--- src/rtl/decode_execute_register_pkg.sv ---
// decode_execute_register_pkg: shared core types for the decode/execute boundary
// XLEN, the decoded control bundle ctrl_t and its all-zero CTRL_NOP.
// Optional feature macro: RV_VECTOR_EN (vector control fields become live).
package decode_execute_register_pkg;
  localparam int XLEN = 32;
  typedef struct packed {
    logic       write_scalar_reg;
    logic [1:0] result_source;
    logic [2:0] width_type;
    logic       mem_write;
    logic [3:0] alu_op;
    logic [2:0] cond_code;
    logic       alu_source;
    logic       jump;
    logic       i_jump;
    logic       branch;
    logic       pc_to_alu;
    logic       memory_transaction;
    logic       immediate_i_exception;
    logic       write_vector_reg;
    logic       select_operand_0_vector;
    logic       select_operand_1_vector;
    logic       rerouting_select;
    logic [2:0] rerouting_code;
  } ctrl_t;
  localparam ctrl_t CTRL_NOP = '0;
  // Vector fields are tied to zero unless the vector extension is built in,
  // so their flops fold away to constants.
  function automatic ctrl_t scalar_view(ctrl_t c);
    ctrl_t r;
    r = c;
`ifndef RV_VECTOR_EN
    r.write_vector_reg        = 1'b0;
    r.select_operand_0_vector = 1'b0;
    r.select_operand_1_vector = 1'b0;
    r.rerouting_select        = 1'b0;
    r.rerouting_code          = 3'd0;
`endif
    return r;
  endfunction
endpackage

--- src/rtl/decode_execute_register_load_use_detector.sv ---
// load_use_detector: combinational load-use hazard between EX load and ID consumer
// Inputs: ID valid/sources/operand-usage bits, EX valid/rd/load-kind bits, redirect.
// Output: stall_o. Macro RV_VECTOR_EN adds the vector-load hazard term and its ports.
module load_use_detector (
  input  logic       id_valid_i,
  input  logic [4:0] id_rs1_i,
  input  logic [4:0] id_rs2_i,
  input  logic       id_pc_to_alu_i,
  input  logic       id_alu_source_i,
  input  logic       id_mem_write_i,
  input  logic       id_branch_i,
`ifdef RV_VECTOR_EN
  input  logic       id_sel0_vec_i,
  input  logic       id_sel1_vec_i,
  input  logic       ex_write_vector_i,
`endif
  input  logic       ex_valid_i,
  input  logic [4:0] ex_rd_i,
  input  logic       ex_mem_tx_i,
  input  logic       ex_mem_write_i,
  input  logic       ex_write_scalar_i,
  input  logic       redirect_i,
  output logic       stall_o
);
  logic gate, uses_rs2, scalar_hit, vector_hit;
  assign gate       = id_valid_i & ex_valid_i & ~redirect_i;
  assign uses_rs2   = ~id_alu_source_i | id_mem_write_i | id_branch_i;
  assign scalar_hit = ex_mem_tx_i & ~ex_mem_write_i & ex_write_scalar_i & (ex_rd_i != 5'd0) &
                      (((ex_rd_i == id_rs1_i) & ~id_pc_to_alu_i) | ((ex_rd_i == id_rs2_i) & uses_rs2));
`ifdef RV_VECTOR_EN
  assign vector_hit = ex_mem_tx_i & ex_write_vector_i & ~ex_mem_write_i &
                      (((ex_rd_i == id_rs1_i) & id_sel0_vec_i) | ((ex_rd_i == id_rs2_i) & id_sel1_vec_i));
`else
  assign vector_hit = 1'b0;
`endif
  assign stall_o = gate & (scalar_hit | vector_hit);
endmodule

--- src/rtl/decode_execute_register.sv ---
// decode_execute_register: ID/EX pipeline register with load-use bubble insertion
// In:  clk, rst (async high), id_valid/id_ctrl/id_pc/id_imm/id_rs1/id_rs2/id_rd, ex_stall, redirect.
// Out: ex_valid/ex_ctrl/ex_pc/ex_imm/ex_rs1/ex_rs2/ex_rd, load_use_stall (comb), bubble_count.
// Edge priority: redirect > ex_stall > load_use_stall > capture. Macro RV_VECTOR_EN enables vector fields.
module decode_execute_register
  import decode_execute_register_pkg::*;
(
  input  logic            clk,
  input  logic            rst,
  input  logic            id_valid,
  input  ctrl_t           id_ctrl,
  input  logic [XLEN-1:0] id_pc,
  input  logic [XLEN-1:0] id_imm,
  input  logic [4:0]      id_rs1,
  input  logic [4:0]      id_rs2,
  input  logic [4:0]      id_rd,
  input  logic            ex_stall,
  input  logic            redirect,
  output logic            ex_valid,
  output ctrl_t           ex_ctrl,
  output logic [XLEN-1:0] ex_pc,
  output logic [XLEN-1:0] ex_imm,
  output logic [4:0]      ex_rs1,
  output logic [4:0]      ex_rs2,
  output logic [4:0]      ex_rd,
  output logic            load_use_stall,
  output logic [15:0]     bubble_count
);
  logic            valid_q, valid_d;
  ctrl_t           ctrl_q, ctrl_d;
  logic [XLEN-1:0] pc_q, pc_d, imm_q, imm_d;
  logic [4:0]      rs1_q, rs1_d, rs2_q, rs2_d, rd_q, rd_d;
  logic [15:0]     cnt_q, cnt_d;
  logic            lus, kill, take, bubble;
  load_use_detector u_lud (
    .id_valid_i        (id_valid),
    .id_rs1_i          (id_rs1),
    .id_rs2_i          (id_rs2),
    .id_pc_to_alu_i    (id_ctrl.pc_to_alu),
    .id_alu_source_i   (id_ctrl.alu_source),
    .id_mem_write_i    (id_ctrl.mem_write),
    .id_branch_i       (id_ctrl.branch),
`ifdef RV_VECTOR_EN
    .id_sel0_vec_i     (id_ctrl.select_operand_0_vector),
    .id_sel1_vec_i     (id_ctrl.select_operand_1_vector),
    .ex_write_vector_i (ctrl_q.write_vector_reg),
`endif
    .ex_valid_i        (valid_q),
    .ex_rd_i           (rd_q),
    .ex_mem_tx_i       (ctrl_q.memory_transaction),
    .ex_mem_write_i    (ctrl_q.mem_write),
    .ex_write_scalar_i (ctrl_q.write_scalar_reg),
    .redirect_i        (redirect),
    .stall_o           (lus)
  );
  // lus is already masked by redirect inside the detector.
  assign bubble = ~ex_stall & lus;
  assign kill   = redirect | bubble;
  assign take   = ~redirect & ~ex_stall & ~lus;
  // Empty slots carry a zero control bundle so nothing downstream can act on stale bits.
  always_comb begin
    valid_d = kill ? 1'b0 : take ? id_valid : valid_q;
    ctrl_d  = kill ? CTRL_NOP : take ? (id_valid ? scalar_view(id_ctrl) : CTRL_NOP) : ctrl_q;
    pc_d    = take ? id_pc  : pc_q;
    imm_d   = take ? id_imm : imm_q;
    rs1_d   = take ? id_rs1 : rs1_q;
    rs2_d   = take ? id_rs2 : rs2_q;
    rd_d    = take ? id_rd  : rd_q;
    cnt_d   = (bubble & ~&cnt_q) ? cnt_q + 16'd1 : cnt_q;
  end
  always_ff @(posedge clk or posedge rst) begin
    if (rst) begin
      valid_q <= 1'b0;
      ctrl_q  <= CTRL_NOP;
      pc_q    <= '0;
      imm_q   <= '0;
      rs1_q   <= '0;
      rs2_q   <= '0;
      rd_q    <= '0;
      cnt_q   <= '0;
    end else begin
      valid_q <= valid_d;
      ctrl_q  <= ctrl_d;
      pc_q    <= pc_d;
      imm_q   <= imm_d;
      rs1_q   <= rs1_d;
      rs2_q   <= rs2_d;
      rd_q    <= rd_d;
      cnt_q   <= cnt_d;
    end
  end
  assign ex_valid       = valid_q;
  assign ex_ctrl        = ctrl_q;
  assign ex_pc          = pc_q;
  assign ex_imm         = imm_q;
  assign ex_rs1         = rs1_q;
  assign ex_rs2         = rs2_q;
  assign ex_rd          = rd_q;
  assign load_use_stall = lus;
  assign bubble_count   = cnt_q;
endmodule

--- config.mk ---
export PLATFORM = sky130hd
export DESIGN_NAME = decode_execute_register
export DESIGN_NICKNAME = d
export VERILOG_FILES = /design/src/rtl/decode_execute_register_pkg.sv /design/src/rtl/decode_execute_register_load_use_detector.sv /design/src/rtl/decode_execute_register.sv
export SDC_FILE = /design/constraint.sdc
export NUM_CORES = 1
export LEC_CHECK = 0
export BUFFER_PORTS_ARGS = -buffer_cell sky130_fd_sc_hd__buf_2
export CORE_MARGIN = 2
export CORE_UTILIZATION = 46
export DETAILED_ROUTE_END_ITERATION = 10
export GPL_TIMING_DRIVEN = 0
export PLACE_DENSITY = 0.82
export SYNTH_ARGS = -nofsm -noshare
export SYNTH_HDL_FRONTEND = slang
export SYNTH_SLANG_ARGS = --single-unit
--- constraint.sdc ---
create_clock -name clk -period 4.45 [get_ports clk]
set_input_delay 0.89 -clock clk [delete_from_list [all_inputs] [get_ports clk]]
set_output_delay 0.89 -clock clk [all_outputs]
set_load 0.02 [all_outputs]
* After elaboration in Yosys (flattened, before gate mapping)
Index checks and enable logic that the tools add are counted. Widths: inputs -> output; s select.
Operators by class: reduce and logical (&&, ||, !) cells 4, bitwise operators 23, equality and inequality tests 2, $add $sub $neg 1, muxes and demuxes 5
Operators by type and width (count):
- $mux 28 | 3
- $add 16x1->16 const B | 1
- $reduce_and 16->1 | 1
- $and 1x1->1 | 13
- $eq 5x5->1 | 2
- $not 1->1 | 6
- $reduce_bool 5->1 | 1
- $or 1x1->1 | 4
- $mux 1 | 2
- $reduce_bool 2->1 | 1
- $logic_not 1->1 | 1
Storage, ports and cells: logic and storage cells 60, bits in registers 124, input port bits 112, output and inout bits 125

* Longest topological paths before layout
Gate-level depths: netlist of run 1.
word-level depth 11, mapped depth 7, mapped depth without buffers 6

* Hierarchy
A second synthesis of run 1 with hierarchy kept.
Unflattened totals: cells, all modules 325, area total of the unflattened synthesis 4762.1 µm²
By module, submodules not included:
- decode_execute_register | cells an instance 306, sequential area each 2927.8 µm², area each 4610.7 µm², instances 1
- load_use_detector | cells an instance 19, sequential area each 0.0 µm², area each 151.4 µm², instances 1

* Worst setup path before layout of run 1
OpenSTA, ideal clock, no wires.
path type in2out, start point input port id_rs2[3], end point output port load_use_stall, stages on the path 5, setup slack 1.458 ns, data required time 3.560 ns, arrival time 2.102 ns, cells stage by stage xor2_1 > nor4_2 > a22oi_4 > clkbuf_1 > nor2_1
Between the ends: longest elaborated chain between the ends 5
Ends and longest elaborated chain:
- start: declaration | RTL line decode_execute_register.sv:15 | input logic [4:0] id_rs2,
- $eq 5x5->1 | RTL line decode_execute_register_load_use_detector.sv:29 | (((ex_rd_i == id_rs1_i) & ~id_pc_to_alu_i) | ((ex_rd_i == id_rs2_i) & uses_rs2));
- $and 1x1->1 | RTL line decode_execute_register_load_use_detector.sv:29
- $or 1x1->1 | RTL line decode_execute_register_load_use_detector.sv:29
- $and 1x1->1 | RTL line decode_execute_register_load_use_detector.sv:28 | assign scalar_hit = ex_mem_tx_i & ~ex_mem_write_i & ex_write_scalar_i & (ex_rd_i != 5'd0) &
- $and 1x1->1 | RTL line decode_execute_register_load_use_detector.sv:36 | assign stall_o = gate & (scalar_hit | vector_hit);
- end: declaration | RTL line decode_execute_register.sv:26 | output logic load_use_stall,
No other way between the ends.

* Worst setup path after layout of run 1
Ends and elaborated chain as after synthesis.

==> results.md, run 1 <==
* Root Buffer: clkbuf_8
* Vias in the first global route at 3,832
* Sequential area share after synthesis at 59.5%
* Net Sw Frac at between 20% and 30%
* Cell Count, Final, Fillers Out at 766
* Post-synthesis average cell area at ~13 µm²
* Clock share of power at a little over two fifths
* Post-synth EDFFs at 0
* Routing usage on met1 at around 23%
* Crit-path slowest cell: nor4_2
* Final Hold Fails at 0
* Grt ovf at 0
* Crit path top cell by count: buf_2
* Layout area overhead at 38.6%
* Post-route ant nets at 0
* CP Class: input port to output pin
* WL/cell at roughly 15 µm
* HP Class: input port to asynchronous set/reset pin
* Post-synth top area share at between 50% and 60%
* Synth cell types at 35
* Async S/R FF share, synth at 100%
* Seq pwr share at 41.0%
* Top-Level Pins at between 200 and 250
* CP top delay family: simple AND/OR/NAND/NOR gates
* Ys flop type: dfrtp_1
* Final worst-path cycle share at 73.5%
* First-pass GRT wire length at roughly 18,000 µm
* Inserted Diodes at 0
* Die area at about 0.012 mm²
* Number of synthesized register bits at 117
* Yosys Warn Count at 0
* Clock-pin slew on the worst setup and hold paths at about 50 ps
* RSZ-0062 raised after global routing: false
* CTS Hold Bufs at 0
* Cells after DPL at approximately 740
* Slew Limit Fails at 0
* Total CTS buffers at 17
* Clock Skew at between 8 and 9 ps
* Worst setup EP type: output pin
* WP data arrival at 2380 ps
* GR Util All Layers at between 20 and 25%
* Layout cell share with drive strength beyond 1 at roughly 45%
* VDD IR max at approximately 0.25 mV
* Port Buffers at 222
* Worst-Margin Slew at 627 ps
* Worst-Skew Late Latency at 500 ps
* Pwr per Cell Area at between 400 and 500 mW/mm²
* Iter 0 DRT Violations at approximately 120
* Max-cap viol count at 0
* Crit path max fanout at 10
* Standard-cell rows at 37
* Final Power at approximately 0.0030 W
* Slew headroom at a little under 60%
* Pint at 0.00222 W
* Largest cells by area after synthesis: dfrtp_1 60%, mux2_1 18%, xor2_1 4.3%
* Largest net degree at the start of global routing at 67
* Logic gate share of total power at approximately 17%
* Status: complete, no violations
* First drt pass iteration count at 5
* Synthesized cell area at around 0.005 mm²
* Clock sinks at roughly 120
* GRT busiest layer: met2
* Met2 Use GR at approximately 37%
* Nets at ~730
* Gpl congestion at about 0.8
* Area of the core at a little over 0.01 mm²
* CTS Buffer Depth at 2
* Die Width at roughly 110 µm
* CTS tree: done
* Vias at 3,758
* Met3 global-route usage at roughly 6.3%
* Mapped Cells at 370
* Initial core utilization at a little under half
* Yosys top cell by area: dfrtp_1
* Maximum clock rate at around 310 MHz
* Die height at 107 µm
* Number of setup buffers added after CTS at 0
* Routed wire length at ~12,000 µm
* Final Critical Period at approximately 3300 ps
* Psw at between 0.0008 and 0.0009 W
* Setup crit start kind: input port
* Via density at around 4.9
* Req. time, crit path at 3560 ps
* Final setup viols at 0
* Leak at roughly 3.5 nW
* Crit path cell chain: buf_2, xor2_1, nor4_2, a22oi_4, clkbuf_1, nor2_1, buf_2
* H-tree levels at 4
* CTS resizes at 0
* Initial antenna violation count at 0
* DRC at 0
* Buffer and inverter count on the worst path at 3
* Critical Path Max Stage Delay at around 410 ps
* DP HPWL at roughly 9000 µm
stage by stage:
stage | setup WS [ps] | instance area (µm²) | utilization [%] | TNS, ps | hold WS [ps]
after floorplan | 459 | 4940 | - | 0 | 464
after global placement | -663 | 6220 | 60.0 | -76860 | 461
after detailed placement | 1200 | 6250 | 60.3 | 0 | 469
after CTS | 1160 | 6820 | 65.7 | 0 | 485
after global routing | 1030 | 6820 | 65.7 | 0 | 500
final | 1180 | 6820 | 65.7 | 0 | 475
synthesized netlist by cell type (all sizes together), types with 5 or more instances:
cell and count:
dfrtp 117, mux2 80, nand2 49, xor2 24
o21ai 23, buf 19, nor2 9, nor3 9
clkbuf 7, nor4 6, inv 5, nand4 5
worst register-to-register path: stages (launching register included):
cell and delay, ps:
dfrtp_1 440, xor2_1 200, nor4_2 390, a22oi_4 200
o21ai_2 220, buf_8 210, buf_6 180, mux2_1 330
state kept, by name (all words and copies together), names as in the netlist:
signal	cells
ex_rs1	5
ex_pc	32
ex_ctrl	21
ex_valid	1
ex_rs2	5
ex_rd	5
bubble_count	16
ex_imm	32
power by group through the flow:
stage,Clock [W],Combinational [W],Sequential (W)
floorplan,0,0.000169,0.00140
detailed placement,0,0.000526,0.00126
finish,0.00127,0.000517,0.00124
CTS,0.00130,0.000527,0.00125
global placement,0,0.000512,0.00125
global route,0.00136,0.000558,0.00126
layout make-up:
class,instances,area (µm²)
clock inverters,10,105
fillers,821,3550
inverters,5,21.3
repair buffers,223,1140
clock buffers,21,459
flip-flops and latches,117,2930
plain buffers,26,234
multi-input cells,228,1760
well taps,136,170
path summary, 6_finish.rpt:
kind | from | slack (ps) | to | depth (start not counted)
setup / recovery | id_rs2[3] | 1180 | load_use_stall | 7
hold / removal | rst | 480 | ex_pc[17] | 2
setup reg to reg | ex_rd[0] | 2160 | ex_rd[1] | 7
hold reg to reg | ex_ctrl[9] | 480 | ex_ctrl[9] | 2
max in group asynchronous | rst | 3240 | ex_ctrl[25] | 3
min in group clk | ex_ctrl[9] | 480 | ex_ctrl[9] | 2
logic make-up after synthesis:
family / count (synthesis) / share of synthesized area (%)
xor+xnor: 25 / 4.45
buf+inv: 31 / 5.14
flops: 117 / 59.5
compound gates: 29 / 3.87
simple gates: 86 / 8.32
other cells: 1 / 0.0762
mux: 80 / 18.4
fa+ha+maj: 1 / 0.254
layer usage:
metal  part of all wire, %  up-vias  routed length, µm
li1                      -     1762                  -
met1                    39     1811               4440
met2                    51      168               5930
met3                   8.3       17                956
met4                   1.7        0                197
met5                     0        -                  0
placed cells by master, fill, tap and decap left out, types with 2 or more instances in the layout:
cell type   Yosys  routed
buf_2           0     222
dfrtp_1       117     117
mux2_1         78      78
nand2_1        49      49
xor2_1         24      24
o21ai_0        22      22
clkbuf_16       0      16
buf_4          10      10
nor3_1          9       9
nor2_1          8       8
buf_8           8       8
clkbuf_1        6       7
conb_1          1       7
clkinv_2        0       6
nand4_1         5       5
inv_1           5       4
nor4_1          4       4
clkbuf_8        0       4
nand3_1         3       3
nor4_2          2       2
clkinvlp_4      0       2
bufinv_16       0       2
No activity file was read; power rests on OpenSTA's default activity.
==> run 2: changes to the inputs <==
--- a/config.mk
+++ b/config.mk
@@ -5,12 +5,13 @@
 export SDC_FILE = /design/constraint.sdc
 export NUM_CORES = 1
 export LEC_CHECK = 0
+export ABC_AREA = 1
 export BUFFER_PORTS_ARGS = -buffer_cell sky130_fd_sc_hd__buf_2
 export CORE_MARGIN = 2
-export CORE_UTILIZATION = 46
+export CORE_UTILIZATION = 43
 export DETAILED_ROUTE_END_ITERATION = 10
 export GPL_TIMING_DRIVEN = 0
-export PLACE_DENSITY = 0.82
+export PLACE_DENSITY = 0.79
 export SYNTH_ARGS = -nofsm -noshare
 export SYNTH_HDL_FRONTEND = slang
 export SYNTH_SLANG_ARGS = --single-unit
==> constraint.sdc (replaced) <==
create_clock -name clk -period 2.7 [get_ports clk]
set_input_delay 0.54 -clock clk [delete_from_list [all_inputs] [get_ports clk]]
set_output_delay 0.54 -clock clk [all_outputs]
set_load 0.02 [all_outputs]
==> results.md, run 2 <==
* Status: complete, no violations (unchanged)
* Iter 0 DRT Violations at 382 (was 119)
* Fillers at 1,101 (was 821)
* Layout area overhead at 37.6% (was 38.6%)
* Area of the core at 0.0120 mm² (was 0.0104 mm²)
* Largest net degree at the start of global routing at 43 (was 67)
* Post-synthesis simple-gate area fraction at 33.6% (was 8.32%)
* Die area at 0.0131 mm² (was 0.0115 mm²)
* Final worst-path cycle share at 92.2%
* Yosys top cell by area: dfrtp_1 (unchanged)
* H-tree levels at 4 (unchanged)
* Register Area at 0.00293 mm² (unchanged)
* Initial antenna violation count at 1 (was 0)
* Synth Area in Adders at 0.239% (was 0.254%)
* Slew headroom at 43.9% (was 58.2%)
* Clock share of power at 44.9% (was 42.0%)
* Clock Skew at 7.35 ps (was 8.45 ps)
* Die height at 114 µm (was 107 µm)
* Ys flop type: dfrtp_1 (unchanged)
* Dpl ws at 187 ps (was 1200 ps)
* Compound-Gate Fraction of Synth Area at 0.954% (was 3.87%)
* RSZ-0062 raised after global routing: false (unchanged)
* Setup WS post-layout at 212 ps (was 1180 ps)
* Initial core utilization at 43.8% (was 47.4%)
* CP Class: flip-flop to output pin (was input port to output pin)
* Gpl congestion at 0.837 (was 0.799)
* Buffer and inverter count on the worst path at 4 (was 3)
* Logic gate share of total power at 15.7% (was 17.0%)
* Vias in the first global route at 4,798 (was 3,832)
* Die Width at 114 µm (was 107 µm)
* Mapped Cells at 639 (was 370)
* Net Sw Frac at 27.2% (was 27.0%)
* Worst r2r dst: bubble_count[2] (was ex_rd[1])
* Routed wire length at 14,600 µm (was 11,500 µm)
* CTS Buffer Depth at 2 (unchanged)
* Pint at 0.00371 W (was 0.00222 W)
* Crit path max fanout at 19 (was 10)
* Maximum clock rate at approximately 400 MHz
* Post-synth top area share at 55.8% (was 59.5%)
* Max-cap viol count at 0 (unchanged)
* WP data arrival at 1950 ps (was 2380 ps)
* Req. time, crit path at 2160 ps (was 3560 ps)
* Yosys Warn Count at 0 (unchanged)
* Number of synthesized register bits at 117 (unchanged)
* Worst-Skew Late Latency at 420 ps (was 500 ps)
* VDD IR max at 0.334 mV (was 0.246 mV)
* Largest family of logic cells by synthesized area: simple AND/OR/NAND/NOR gates (was multiplexers)
* Layout cell share with drive strength beyond 1 at 32.4% (was 44.9%)
* Reg2Reg Depth at 11 (was 7)
* Worst r2r src: bubble_count[0] (was ex_rd[0])
* DP HPWL at 10,500 µm (was 8790 µm)
* Top-count cell post-synth: nand2_1 (was dfrtp_1)
* Slew Limit Fails at 0 (unchanged)
* Seq pwr share at 39.5% (was 41.0%)
* Leak at 4.24 nW (was 3.53 nW)
* Vias at 5,060 (was 3,758)
* Crit path top cell by count: nand2_1 (was buf_2)
* Psw at 0.00139 W (was 0.000820 W)
* Post-synthesis average cell area at 8.21 µm² (was 13.3 µm²)
* First-pass GRT wire length at 23,600 µm (was 18,500 µm)
* Most frequent cells in the layout: 285 x nand2_1, 237 x buf_2, 117 x dfrtp_1 (was 222 x buf_2, 117 x dfrtp_1, 78 x mux2_1)
* CP top delay family: simple AND/OR/NAND/NOR gates (unchanged)
* CTS tree: done (unchanged)
* TNS Setup at 0 ps (unchanged)
* Post-synthesis mux area share at 0% (was 18.4%)
* Final Critical Period at around 2500 ps
* Root Buffer: clkbuf_16 (was clkbuf_8)
* Crit-path slowest cell: dfrtp_1 (was nor4_2)
* Synth cell types at 21 (was 35)
* WL/cell at 13.9 µm (was 15.0 µm)
* Async S/R FF share, synth at 100% (unchanged)
* XOR/XNOR Fraction of Synth Area at 2.34% (was 4.45%)
* Setup crit start kind: flip-flop (was input port)
* Post-route ant nets at 0 (unchanged)
* Levels on crit path at 10 (was 7)
* Top-Level Pins at 237 (unchanged)
* Total CTS buffers at 17 (unchanged)
* Final instance area at 0.00722 mm² (was 0.00682 mm²)
* Largest cells by area after synthesis: dfrtp_1 56%, nand2_1 20%, nand3_1 7.7% (was dfrtp_1 60%, mux2_1 18%, xor2_1 4.3%)
* Via density at 4.82 (was 4.91)
* Final setup viols at 0 (unchanged)
* Post-synth EDFFs at 0 (unchanged)
* Pwr per Cell Area at 706 mW/mm² (was 445 mW/mm²)
* Synthesized cell area at 0.00525 mm² (was 0.00492 mm²)
* Grt ovf at 0 (unchanged)
* Commonest non-fill, non-tap cell in the layout: nand2_1 (was buf_2)
* Crit path cell chain: inv_1, nand2_1, nand2_1, nor2_1, nand3_1, nand2_2, nand2_1, buf_4, inv_1, buf_2 (was buf_2, xor2_1, nor4_2, a22oi_4, clkbuf_1, nor2_1, buf_2)
* Worst setup EP type: output pin (unchanged)
* Clock-pin slew on the worst setup and hold paths at 50 ps (about the same)
* Sequential area share after synthesis at 55.8% (was 59.5%)
* HP Class: input port to asynchronous set/reset pin (unchanged)
* Worst R2R Setup Slack at 780 ps (was 2160 ps)
* First drt pass iteration count at 4 (was 5)
* Standard-cell rows at 40 (was 37)
* Critical Path Max Stage Delay at 410 ps (about the same)
* Final Hold Fails at 0 (unchanged)
* Clock sinks at 117 (unchanged)
* Commonest cells post-synth: 286 x nand2_1, 117 x dfrtp_1, 81 x nand3_1 (was 117 x dfrtp_1, 78 x mux2_1, 49 x nand2_1)
* DRC at 0 (unchanged)
* Nets at 1,001 (was 731)
* DP Area at 0.00661 mm² (was 0.00625 mm²)
* Area of the multi-input gates at 0.00198 mm² (was 0.00176 mm²)
* GR Util All Layers at 23.4% (was 20.7%)
* Worst-Margin Slew at 840 ps (was 627 ps)
* Port Buffers at 222 (unchanged)
[run 2: power by group through the flow]
stage                     Combinational, W  Clock [W]  Sequential, W
after floorplan                   0.000264          0        0.00223
after global placement            0.000783          0        0.00203
after detailed placement          0.000804          0        0.00203
after CTS                         0.000808    0.00232        0.00201
after global routing              0.000882    0.00242        0.00203
final                             0.000799    0.00229        0.00201
[run 2: cell families after synthesis]
kind of cell,count (synthesis)
flip-flops,117
other,1
adder cells (fa/ha/maj),1
AND/OR/NAND/NOR,421
buffers and inverters,75
AO/OA/AOI/OAI,10
XOR/XNOR,14
[run 2: through the flow]
step / util (%) / instances / total power, W / hold WS (ps)
floorplan: - / 645 / 0.00250 / 472
global placement: 54.9 / 1014 / 0.00282 / 449
detailed placement: 55.2 / 1016 / 0.00284 / 453
CTS: 60.4 / 1049 / 0.00513 / 299
global route: 60.3 / 1049 / 0.00533 / 340
finish: 60.3 / 1049 / 0.00510 / 285
[run 2: final cells by class]
| cell class | count | share of cell area [%] |
|---|---|---|
| diodes | 1 | 0.0347 |
| plain buffers | 44 | 3.48 |
| clock buffers | 22 | 6.57 |
| clock inverters | 10 | 1.77 |
| inverters | 30 | 1.61 |
| multi-input cells | 453 | 27.4 |
| flip-flops and latches | 117 | 40.6 |
| well taps | 147 | 2.55 |
| repair buffers | 225 | 16.1 |
[run 2: timing repair]
action,CTS,global route
buffers inserted,1,0
hold buffers,0,0
resized for setup,2,0
pin swaps,0,0
setup endpoints to repair,1,1
[run 2: layer usage]
layer	up-vias	wire length, µm	GRT usage, %
met5	-	0	0
met4	0	414	11.6
met3	36	1010	6.19
met2	203	7060	37.2
met1	2312	6090	29.7
li1	2509	-	-
[run 2: worst max-delay path by stage]
stage,startpoint,endpoint
final,ex_rd[4],load_use_stall
after global routing,ex_rd[2],load_use_stall
after CTS,ex_rd[4],load_use_stall
after detailed placement,id_ctrl[21],load_use_stall
after global placement,rst,ex_ctrl[16]
after floorplan,ex_rd[0],load_use_stall
==> run 3: changes to the inputs <==
--- a/config.mk
+++ b/config.mk
@@ -8,10 +8,11 @@
 export ABC_AREA = 1
 export BUFFER_PORTS_ARGS = -buffer_cell sky130_fd_sc_hd__buf_2
 export CORE_MARGIN = 2
-export CORE_UTILIZATION = 43
+export CORE_UTILIZATION = 44
+export CTS_BUF_LIST = sky130_fd_sc_hd__clkbuf_2 sky130_fd_sc_hd__clkbuf_4 sky130_fd_sc_hd__clkbuf_8
 export DETAILED_ROUTE_END_ITERATION = 10
 export GPL_TIMING_DRIVEN = 0
-export PLACE_DENSITY = 0.79
+export PLACE_DENSITY = 0.81
 export SYNTH_ARGS = -nofsm -noshare
 export SYNTH_HDL_FRONTEND = slang
 export SYNTH_SLANG_ARGS = --single-unit
==> results.md, run 3 (synthesis gave the netlist of run 2 again) <==
* Initial core utilization at 45.5% (was 43.8%)
* Met3 global-route usage at 6.86% (was 6.19%)
* Worst r2r src: bubble_count[0] (unchanged)
* Layout area overhead at 34.2% (was 37.6%)
* Die height at 113 µm (was 114 µm)
* Worst-Margin Slew at 635 ps (was 840 ps)
* Worst R2R Setup Slack at 790 ps (was 780 ps)
* Port Buffers at 222 (unchanged)
* Cells after DPL at 1,013 (was 1,016)
* H-tree levels at 4 (unchanged)
* Top-Level Pins at 237 (unchanged)
* Root Buffer: clkbuf_8 (was clkbuf_16)
* Initial antenna violation count at 1 (unchanged)
* VDD IR max at 0.431 mV (was 0.334 mV)
* Standard-cell rows at 39 (was 40)
* First-pass GRT wire length at 24,600 µm (was 23,600 µm)
* Largest net degree at the start of global routing at 43 (unchanged)
* Maximum clock rate at 400 MHz (was 402 MHz)
* Most frequent cells in the layout: 286 x nand2_1, 237 x buf_2, 116 x dfrtp_1 (was 285 x nand2_1, 237 x buf_2, 117 x dfrtp_1)
* Req. time, crit path at 2160 ps (about the same)
* Via density at 4.87 (was 4.82)
* Area of the core at 0.0115 mm² (was 0.0120 mm²)
* Worst-Skew Late Latency at 440 ps (was 420 ps)
* Post-route ant nets at 0 (unchanged)
* Die area at 0.0128 mm² (was 0.0131 mm²)
* Worst setup EP type: output pin (unchanged)
* Reg2Reg Depth at 11 (unchanged)
* Routed wire length at 14,800 µm (was 14,600 µm)
* Vias in the first global route at 5,138 (was 4,798)
* CTS Hold Bufs at 0 (unchanged)
* Nets at 1,001 (unchanged)
* CP Class: flip-flop to output pin (unchanged)
* First drt pass iteration count at 8 (was 4)
* Met2 Use GR at 40.4% (was 37.2%)
* WP data arrival at 1960 ps (was 1950 ps)
* Cell Count, Final, Fillers Out at 1,045 (was 1,049)
* WL/cell at 14.2 µm (was 13.9 µm)
* DRC at 12 (was 0)
* Final Critical Period at 2500 ps (was 2490 ps)
* Pwr per Cell Area at 635 mW/mm² (was 706 mW/mm²)
* Dpl ws at 161 ps (was 187 ps)
* Die Width at 113 µm (was 114 µm)
* Leak at 4.15 nW (was 4.24 nW)
* Max-cap viol count at 0 (unchanged)
* Iter 0 DRT Violations at 379 (was 382)
* Area of the multi-input gates at 0.00197 mm² (was 0.00198 mm²)
* Layout cell share with drive strength beyond 1 at 32.6% (was 32.4%)
* DP HPWL at 11,100 µm (was 10,500 µm)
* Setup WS post-layout at 198 ps (was 212 ps)
* Fillers at 1,054 (was 1,101)
* GR Util All Layers at 24.3% (was 23.4%)
* CTS Buffer Depth at 2 (unchanged)
* Commonest non-fill, non-tap cell in the layout: nand2_1 (unchanged)
* Total CTS buffers at 17 (unchanged)
* Final setup viols at 0 (unchanged)
* HP Class: input port to asynchronous set/reset pin (unchanged)
* Setup crit start kind: flip-flop (unchanged)
* Final worst-path cycle share at 92.7% (was 92.2%)
* Final Hold Fails at 0 (unchanged)
* Final Power at 0.00447 W (was 0.00510 W)
* Clock-pin slew on the worst setup and hold paths at 70 ps (was 50 ps)
* Vias at 5,089 (was 5,060)
* Violated checks: design-rule violations
* Status: finished with violations (was complete, no violations)
* GRT busiest layer: met2 (unchanged)
* Clock sinks at 117 (unchanged)
* Clock Skew at 10.2 ps (was 7.35 ps)
* RSZ-0062 raised after global routing: false (unchanged)
* CTS tree: done (unchanged)
* Gpl congestion at 0.855 (was 0.837)
* Register Area at 0.00293 mm² (about the same)
* Worst hold margin at 38.8 ps (was 285 ps)
* Worst r2r dst: bubble_count[14] (was bubble_count[2])
* Slew headroom at 57.7% (was 43.9%)
* Crit path max fanout at 19 (unchanged)
* Number of setup buffers added after CTS at 0 (was 1)
* Routing usage on met1 at 30.1% (was 29.7%)
* Slew Limit Fails at 0 (unchanged)
* Grt ovf at 0 (unchanged)
[run 3: cell count changes in the layout (fill, tap and decap cells not counted), sizes merged]
cell      change
clkbuf        -3
clkinvlp      +3
[run 3: worst max path at each step]
stage | from | to | slack, ps | cells after the start
after detailed placement | id_ctrl[21] | load_use_stall | 160 | 12
after global routing | ex_rd[2] | load_use_stall | 20 | 10
after CTS | ex_rd[4] | load_use_stall | 140 | 10
after floorplan | ex_rd[0] | load_use_stall | 660 | 10
final | ex_rd[2] | load_use_stall | 200 | 10
after global placement | rst | ex_rs2[4] | -70 | 2
[run 3: through the flow]
stage | utilization, % | setup TNS, ps | instance area [µm²]
2_1_floorplan | - | 0 | 5270
3_3_place_gp | 57.0 | -7860 | 6560
3_5_place_dp | 57.5 | 0 | 6620
4_1_cts | 61.1 | 0 | 7030
5_1_grt | 61.1 | 0 | 7040
6_report | 61.1 | 0 | 7040
[run 3: worst max-delay path: stages, from the launching register on]
cell	delay (ps)
dfrtp_1	410
inv_1	100
nand2_1	60
nand2_1	70
nor2_1	120
nand3_1	80
nand2_1	130
nand2_1	130
buf_6	200
inv_1	60
buf_2	150
[run 3: area by class of cell]
cell class	instances	share of cell area, %
antenna	1	0.0355
buffer	44	3.63
clock buffer	19	3.63
clock inverter	13	2.24
inverter	30	1.65
multi-input combinational	453	28.0
sequential	117	41.6
tap	143	2.54
timing repair buffer	225	16.6
[run 3: repair_timing]
item,4_1_cts,5_1_grt
gates resized for setup,2,1
endpoints found under the setup margin,1,1
pin swaps,0,0
[run 3: report_power, final]
part	leakage (nW)	total [W]	internal (W)	switching, W
combinational	2.45	0.000799	0.000280	0.000519
sequential	1.50	0.00201	0.00191	0.0000973
clock	0.201	0.00166	0.000941	0.000722
[run 3: routing by layer]
| layer | wire length [µm] | up-vias |
|---|---|---|
| li1 | - | 2508 |
| met1 | 6140 | 2345 |
| met2 | 7230 | 202 |
| met3 | 1040 | 34 |
| met4 | 395 | 0 |
| met5 | 0 | - |
